<file path="config.mk">
export PLATFORM = sky130hd
export DESIGN_NAME = softplus_sched
export DESIGN_NICKNAME = d
export VERILOG_FILES = /design/src/rtl/softplus_pkg.sv /design/src/rtl/rr_arbiter.sv /design/src/rtl/softplus.sv /design/src/rtl/softplus_sched.sv
export SDC_FILE = /design/constraint.sdc
export NUM_CORES = 1
export LEC_CHECK = 0
export CAP_MARGIN = 20
export CORE_MARGIN = 5
export CORE_UTILIZATION = 30
export CTS_BUF_LIST = sky130_fd_sc_hd__clkbuf_16
export DETAILED_ROUTE_END_ITERATION = 10
export MAX_ROUTING_LAYER = met4
export PLACE_DENSITY = 0.55
export SYNTH_ARGS = -nofsm -noshare
export SYNTH_HDL_FRONTEND = slang
export SYNTH_SLANG_ARGS = --single-unit
export TNS_END_PERCENT = 1
</file>
<file path="constraint.sdc">
create_clock -name clk -period 4 [get_ports clk]
set_input_delay 1.2 -clock clk [delete_from_list [all_inputs] [get_ports clk]]
set_output_delay 1.2 -clock clk [all_outputs]
set_load 0.01 [all_outputs]
</file>
<file path="src/rtl/softplus_pkg.sv">
// softplus_pkg: shared widths, region breakpoints and intercepts for the piecewise-linear softplus.
package softplus_pkg;
  localparam int DW = 20;
  localparam int FRAC = 15;
  localparam logic signed [DW-1:0] BP0 = 20'shE8000;
  localparam logic signed [DW-1:0] BP1 = 20'shF4000;
  localparam logic signed [DW-1:0] BP2 = 20'shFC000;
  localparam logic signed [DW-1:0] BP3 = 20'sh04000;
  localparam logic signed [DW-1:0] BP4 = 20'sh06000;
  localparam logic signed [DW-1:0] BP5 = 20'sh0C000;
  localparam logic signed [DW-1:0] BP6 = 20'sh16000;
  // intercepts chosen so adjacent segments meet at every breakpoint
  localparam logic signed [DW-1:0] IC1 = 20'sh03000;
  localparam logic signed [DW-1:0] IC2 = 20'sh04800;
  localparam logic signed [DW-1:0] IC3 = 20'sh05800;
  localparam logic signed [DW-1:0] IC4 = 20'sh05000;
  localparam logic signed [DW-1:0] IC5 = 20'sh04400;
  localparam logic signed [DW-1:0] IC6 = 20'sh02C00;
endpackage

</file>
<file path="src/rtl/rr_arbiter.sv">
// rr_arbiter: round-robin one-hot grant starting at ptr; ptr moves past the winner on advance.
module rr_arbiter #(
  parameter int NREQ = 4,
  parameter int IDW  = $clog2(NREQ)
) (
  input  logic            clk,
  input  logic            rst_n,
  input  logic [NREQ-1:0] req,
  input  logic            advance,
  output logic [NREQ-1:0] grant,
  output logic [IDW-1:0]  idx
);
  logic [IDW-1:0] ptr;
  logic [NREQ-1:0] mask, hi, pick;
  // requests at or above ptr win first; otherwise wrap to the lowest request
  assign mask = ~((NREQ'(1) << ptr) - NREQ'(1));
  assign hi = req & mask;
  assign pick = |hi ? hi : req;
  assign grant = pick & (~pick + NREQ'(1));
  always_comb begin
    idx = '0;
    for (int i = 0; i < NREQ; i++)
      if (grant[i]) idx = IDW'(i);
  end
  always_ff @(posedge clk or negedge rst_n)
    if (!rst_n) ptr <= '0;
    else if (advance && |grant) ptr <= (idx == IDW'(NREQ-1)) ? '0 : idx + 1'b1;
endmodule

</file>
<file path="src/rtl/softplus.sv">
// softplus: combinational piecewise-linear softplus on signed Q5.15, slopes built from shifts.
module softplus
  import softplus_pkg::*;
(
  input  logic signed [DW-1:0] x,
  output logic signed [DW-1:0] y
);
  logic signed [DW-1:0] h1, h2, h3;
  assign h1 = x >>> 1;
  assign h2 = x >>> 2;
  assign h3 = x >>> 3;
  always_comb begin
    y = x < BP0 ? '0 :
        x < BP1 ? h3 + IC1 :
        x < BP2 ? h2 + IC2 :
        x < BP3 ? h1 + IC3 :
        x < BP4 ? h1 + h3 + IC4 :
        x < BP5 ? h1 + h2 + IC5 :
        x < BP6 ? x - h3 + IC6 : x;
  end
endmodule

</file>
<file path="src/rtl/softplus_sched.sv">
// softplus_sched: round-robin sharing of one softplus unit across NREQ requesters,
// two registered stages with a backpressurable, id-tagged result.
module softplus_sched #(
  parameter int NREQ = 4,
  parameter int DW   = softplus_pkg::DW,
  parameter int IDW  = $clog2(NREQ)
) (
  input  logic                 clk,
  input  logic                 rst_n,
  input  logic [NREQ-1:0]      req_valid,
  input  logic [NREQ*DW-1:0]   req_data,
  output logic [NREQ-1:0]      req_ready,
  output logic                 res_valid,
  output logic signed [DW-1:0] res_data,
  output logic [IDW-1:0]       res_id,
  input  logic                 res_ready,
  output logic                 busy
);
  logic s1_valid, s1_load, s2_load, xfer;
  logic signed [DW-1:0] s1_x, sel_x, sp_y;
  logic [IDW-1:0] s1_id, gidx;
  logic [NREQ-1:0] grant;
  assign s2_load = s1_valid && (!res_valid || res_ready);
  // rst_n gate keeps req_ready low while reset is held
  assign s1_load = rst_n && (!s1_valid || s2_load);
  assign req_ready = grant & {NREQ{s1_load}};
  assign xfer = |(req_valid & req_ready);
  assign busy = s1_valid | res_valid;
  rr_arbiter #(.NREQ(NREQ), .IDW(IDW)) u_arb (
    .clk(clk), .rst_n(rst_n), .req(req_valid), .advance(s1_load), .grant(grant), .idx(gidx)
  );
  always_comb begin
    sel_x = '0;
    for (int i = 0; i < NREQ; i++)
      if (grant[i]) sel_x = req_data[i*DW +: DW];
  end
  softplus u_sp (.x(s1_x), .y(sp_y));
  always_ff @(posedge clk or negedge rst_n) begin
    if (!rst_n) begin
      s1_valid <= 1'b0;
      s1_x <= '0;
      s1_id <= '0;
      res_valid <= 1'b0;
      res_data <= '0;
      res_id <= '0;
    end else begin
      if (s1_load) begin
        s1_valid <= xfer;
        if (xfer) begin
          s1_x <= sel_x;
          s1_id <= gidx;
        end
      end
      if (s2_load) begin
        res_valid <= 1'b1;
        res_data <= sp_y;
        res_id <= s1_id;
      end else if (res_ready) res_valid <= 1'b0;
    end
  end
endmodule

</file>
# Word-level counts from Yosys, hierarchy flattened
# Cells that the tools add are included.
[op_classes]
n_eq_ne = 1
bitwise_logic = 7
order_cmp = 7
n_addsub = 12
mux = 18
reduce_logical = 12
shifts = 1
[op_table]
columns = ["cell", "n"]
rows = [
  ["two-way mux 20 bit", 11],
  ["adder 20 x 15 -> 20 bit (second input constant)", 2],
  ["< comparator 20 x 16 -> 1 bit (second input constant)", 2],
  ["< comparator 20 x 17 -> 1 bit (second input constant)", 2],
  ["< comparator 20 x 18 -> 1 bit (second input constant)", 2],
  ["adder 19 x 16 -> 20 bit (second input constant)", 1],
  ["adder 19 x 17 -> 20 bit", 1],
  ["adder 19 x 18 -> 20 bit", 1],
  ["adder 20 x 14 -> 20 bit (second input constant)", 1],
  ["< comparator 20 x 15 -> 1 bit (second input constant)", 1],
  ["subtractor 20 bit", 1],
  ["adder 18 x 16 -> 19 bit (second input constant)", 1],
  ["adder 17 x 15 -> 18 bit (second input constant)", 1],
  ["AND 4 bit", 4],
  ["OR reduction 4 bit", 3],
  ["NOT 4 bit", 2],
  ["two-way mux 2 bit", 3],
  ["adder 4 x 1 -> 4 bit (second input constant)", 1],
  ["two-way mux 4 bit", 1],
  ["left shift 1 x 2 -> 4 bit (first input constant)", 1],
  ["subtractor 4 x 2 -> 4 bit (second input constant)", 1],
  ["logical AND 1 bit", 3],
  ["two-way mux 1 bit", 3],
  ["adder 2 x 1 -> 2 bit (second input constant)", 1],
  ["other kinds (6)", 8],
]
[word_totals]
wordCells = 65
inputBits = 87
ff_bits = 48

# Depth between registers and ports, before layout
[logic_depth]
depth_word = 14
ltp_mapped = 13
mapped_depth_nobuf = 13

# Modules after synthesis
# Synthesis repeated with hierarchy kept, for this count alone.
[unflattened]
cells_unflattened = 895
hier_area_um2 = 7299.5
[by_module_without_submodules]
columns = ["mod", "instances", "seq_area_each_um2", "area_each_um2", "cells_per_inst"]
rows = [
  ["softplus", 1, 0.0, 4845.9, 672],
  ["softplus_sched", 1, 1151.1, 2173.3, 188],
  ["rr_arbiter", 1, 50.0, 280.3, 35],
]

# Worst setup path after synthesis
# Ideal clock, no wire load.
[synth_path]
kind = "register -> register"
from = "register s1_x[4]"
to = "register res_data[19]"
t_required_ns = 3.934
stages_incl_launch_ff = 13
arrival_time_ns = 3.031
slack_ns = 0.902
path_cell_list = "dfrtp_1 inv_1 ha_1 ha_1 fa_1 a211oi_1 o21bai_1 o21ai_2 a21oi_4 a21bo_2 a2111o_1 a31oi_1 a221o_1"
[synth_via]
elab_chain_len = 9
word_cells_on_any_way = 23
cone_classes = "9 x add/sub; 7 x order compare; 7 x mux"
[synth_rtl]
columns = ["element", "line_no", "text"]
rows = [
  ["from (decl)", "softplus_sched.sv:20", "logic signed [DW-1:0] s1_x, sel_x, sp_y;"],
  ["from (signal assigned)", "softplus_sched.sv:50", "s1_x <= sel_x;"],
  ["subtractor 20 bit", "softplus.sv:19", "x < BP6 ? x - h3 + IC6 : x;"],
  ["adder 20 x 14 -> 20 bit", "softplus.sv:19", ""],
  ["two-way mux 20 bit", "softplus.sv:19", ""],
  ["two-way mux 20 bit", "softplus.sv:18", "x < BP5 ? h1 + h2 + IC5 :"],
  ["two-way mux 20 bit", "softplus.sv:17", "x < BP4 ? h1 + h3 + IC4 :"],
  ["two-way mux 20 bit", "softplus.sv:16", "x < BP3 ? h1 + IC3 :"],
  ["two-way mux 20 bit", "softplus.sv:15", "x < BP2 ? h2 + IC2 :"],
  ["two-way mux 20 bit", "softplus.sv:14", "x < BP1 ? h3 + IC1 :"],
  ["two-way mux 20 bit *", "softplus.sv:13", "y = x < BP0 ? '0 :"],
  ["to (signal assigned)", "softplus_sched.sv:56", "res_data <= sp_y;"],
  ["to (decl)", "softplus_sched.sv:14", "output logic signed [DW-1:0] res_data,"],
]
# Mark *: on every way between the ends. The rest lies on a longest branch, timed or not.
# A chain may end at the register's enable or synchronous reset.

# Final worst setup path
[layout_path]
from = "input port req_valid[1]"
to = "output port req_ready[3]"
[layout_via]
elab_chain_len = 7
[layout_rtl]
columns = ["element", "line_no", "text"]
rows = [
  ["from (decl)", "softplus_sched.sv:10", "input logic [NREQ-1:0] req_valid,"],
  ["AND 4 bit", "rr_arbiter.sv:17", "assign hi = req & mask;"],
  ["OR reduction 4 bit", "rr_arbiter.sv:18", "assign pick = |hi ? hi : req;"],
  ["two-way mux 4 bit *", "rr_arbiter.sv:18", ""],
  ["NOT 4 bit", "rr_arbiter.sv:19", "assign grant = pick & (~pick + NREQ'(1));"],
  ["adder 4 x 1 -> 4 bit", "rr_arbiter.sv:19", ""],
  ["AND 4 bit *", "rr_arbiter.sv:19", ""],
  ["AND 4 bit *", "softplus_sched.sv:26", "assign req_ready = grant & {NREQ{s1_load}};"],
  ["to (decl)", "softplus_sched.sv:12", "output logic [NREQ-1:0] req_ready,"],
]
# Marks and branches as above.

==> results.json <==
{
  "status": "finished clean",
  "synth.distinct_cells": 80,
  "rsz0062_at_grt": "yes",
  "drt-wirelength-per-cell_um": 18.13,
  "end_kind": "output port",
  "path_max_fanout": 5,
  "maxCapViolCount": 0,
  "max-clock-path-buffers": 2,
  "cts_root_buffer": "clkbuf_16",
  "netlist.area_leader.share_pct": 20.20,
  "layout-drive-gt1-share_pct": 8.872,
  "synth_edf_count": 0,
  "dr.pass1.iters": 6,
  "max-slew-margin-rel_pct": 25.96,
  "crit_chain": "clkdlybuf4s50_1 -> a21oi_1 -> o211ai_1 -> nor2_1 -> clkdlybuf4s50_1",
  "grt.overflow.total": 0,
  "tightest_slew_ns": 1.105,
  "syn_nets": 1153,
  "via_count": 7661,
  "synth_area_leaders": "ha_1 20%, dfrtp_1 16%, nand2_1 6.1%, a21oi_1 5.1%, xnor2_1 4.9%",
  "synth_most_common_cell": "nand2_1",
  "cts.sinks": 48,
  "peakVddDrop_mv": 0.2478,
  "synth.cell_area_um2": 7371,
  "regArea_um2": 1201,
  "synthArstFlopShare_pct": 100.0,
  "skew_ns": 0.01539,
  "ys_warn_count": 0,
  "cts_tree": "yes",
  "drc_errors": 0,
  "die_w_um": 166.7,
  "grt_pass1_vias": 7672,
  "min_path_type": "flop to flop",
  "hp-start": "s1_id[0]",
  "finalSetupViolations": 0,
  "r2r_setup_slack_ns": 0.42,
  "crit_path_frequent_cell": "clkdlybuf4s50_1",
  "critPathKind": "input pin to output port",
  "netlist_instances": 944,
  "fmax_mhz": 250.2,
  "drt_iter0_markers": 611,
  "rows": 57,
  "yosys.area.top_type": "ha_1",
  "port_buffers": 114,
  "p_per_area_nw_per_um2": 890.3,
  "rr_startpoint": "s1_x[3]",
  "period_share_pct": 99.92,
  "power_leakage_uw": 0.004108,
  "clk-insertion-delay-late_ns": 0.30,
  "hold_end": "s1_id[0]",
  "antenna_found_initial": 0,
  "cp_data_arrival_time_ns": 2.80,
  "die_area_um2": 27800,
  "tns_ns": 0,
  "critPathRequiredTime_ns": 2.80,
  "htreeDepth": 2,
  "viasPerCell": 5.449,
  "path_clk_slew_ns": 0.07,
  "hold_viol": 0,
  "fillCellCount": 2562,
  "start_kind": "input pin",
  "synth_seq_cells": 48,
  "ys_top_cells_by_count": "120 x nand2_1, 119 x ha_1, 75 x a21oi_1",
  "area_growth_pct": 27.04,
  "multiInputGateArea_um2": 5792,
  "grt_usage_pct": 18.41,
  "min_period_ns": 3.997,
  "io_pins": 115,
  "grt_first_pass_wirelength_um": 41170,
  "slowest_stage": "clkdlybuf4s50_1",
  "antennaDiodeCount": 0,
  "final_nets": 1291,
  "ant_nets": 0,
  "setup_slack_ns": 0.003131,
  "yosysSeqAreaShare_pct": 16.30,
  "coreArea_um2": 24250,
  "r2r-end": "res_data[19]",
  "grt_max_degree": 49,
  "hold_depth": 1,
  "synth_ff_type": "dfrtp_1",
  "cts_buffers": 5,
  "syn_avg_cell_area_um2": 7.808,
  "ff2ff_path_depth": 12,
  "gp_congestion": 0.9606,
  "post-place-ws_ns": -0.06152,
  "drt-total-wl_um": 25500,
  "die_h_um": 166.7,
  "hpwl_um": 20480,
  "slowest_delay_ns": 0.58,
  "drv_slew": 0,
  "start_util_pct": 30.40
}
[stage by stage]
stage               power (uW)  util [%]  instance area (um^2)  std cells  hold WS (ns)
floorplan                 5723         -                  7371        944        0.4452
global placement          7687     37.81                  9169       1399        0.4701
detailed placement        7683     37.81                  9169       1399        0.4692
CTS                       8305     38.57                  9353       1406        0.4838
global route              9166     38.62                  9364       1406        0.5151
finish                    8336     38.62                  9364       1406        0.4784
[flip-flops by register name (all words and copies together), names as in the netlist]
name	flops
res_id	2
res_data	20
s1_valid	1
s1_x	20
s1_id	2
u_arb.ptr	2
res_valid	1
[cell type report]
cell class                 instances  area share (%)
clock buffer                       5           1.336
clock inverter                     2          0.6414
inverter                          64           2.565
multi-input combinational        796           61.85
sequential                        48           12.83
tap                              324           4.329
timing repair buffer             167           16.45
[placed cells by master, fill, tap and decap left out, types with 13 or more instances in the layout]
cell             count
o211ai_1            15
a21o_1              17
clkdlybuf4s50_1    109
xnor2_1             40
a21oi_1             75
dfrtp_1             48
o31ai_1             13
buf_4               53
inv_1               62
a222oi_1            21
nand2_1            120
a221oi_1            15
nand3_1             27
ha_1               119
a211oi_1            15
nor2_1              70
o21ai_0             54
[worst max-delay path by stage]
| stage | startpoint | endpoint | slack, ns | cells past startpoint |
|---|---|---|---|---|
| floorplan | s1_x[4] | res_data[19] | 0.90 | 12 |
| global placement | res_ready | req_ready[0] | -0.06 | 6 |
| detailed placement | res_ready | req_ready[0] | -0.06 | 6 |
| CTS | req_valid[1] | req_ready[3] | -0.001 | 5 |
| global route | req_valid[1] | req_ready[3] | -0.06 | 5 |
| finish | req_valid[1] | req_ready[3] | 0.003 | 5 |
[critical path, delay by kind of cell]
kind                   cells  cell delay, ns
buffers and inverters      2            1.07
and+or+nand+nor            1            0.19
AOI/OAI and AO/OA          2            0.34
[logic make-up (layout without fill, tap and decap cells)]
kind of cell	Yosys count	count (layout)	synth area share, %
compound gates	334	334	32.64
mux	5	5	0.7129
simple gates	280	280	17.16
fa+ha+maj	122	122	21.02
buf+inv	100	238	5.432
flops	48	48	16.30
xor+xnor	55	55	6.739
[power by group]
part	switching (uW)	total, uW	internal, uW	leakage (uW)
clock	194	549	355	0.0000899
combinational	4000	6880	2870	0.00342
sequential	246	911	665	0.000597
total	4440	8340	3890	0.00411
[routing by layer]
| metal | vias to the layer above | global-route usage (%) | wire length [um] | part of all wire [%] |
|---|---|---|---|---|
| li1 | 3823 | - | - | - |
| met1 | 3517 | 24.68 | 11840 | 46 |
| met2 | 287 | 29.71 | 11600 | 46 |
| met3 | 34 | 2.631 | 1570 | 6.2 |
| met4 | 0 | 3.949 | 483 | 1.9 |
| met5 | - | - | 0 | 0 |
[repair_timing]
action	CTS	global route
pin swaps	0	1
setup endpoints to repair	4	4
hold buffers	0	0
gates resized for setup	2	7
gates cloned	0	0
setup buffers	0	0
Note: power is estimated with default switching activity, not from simulation.
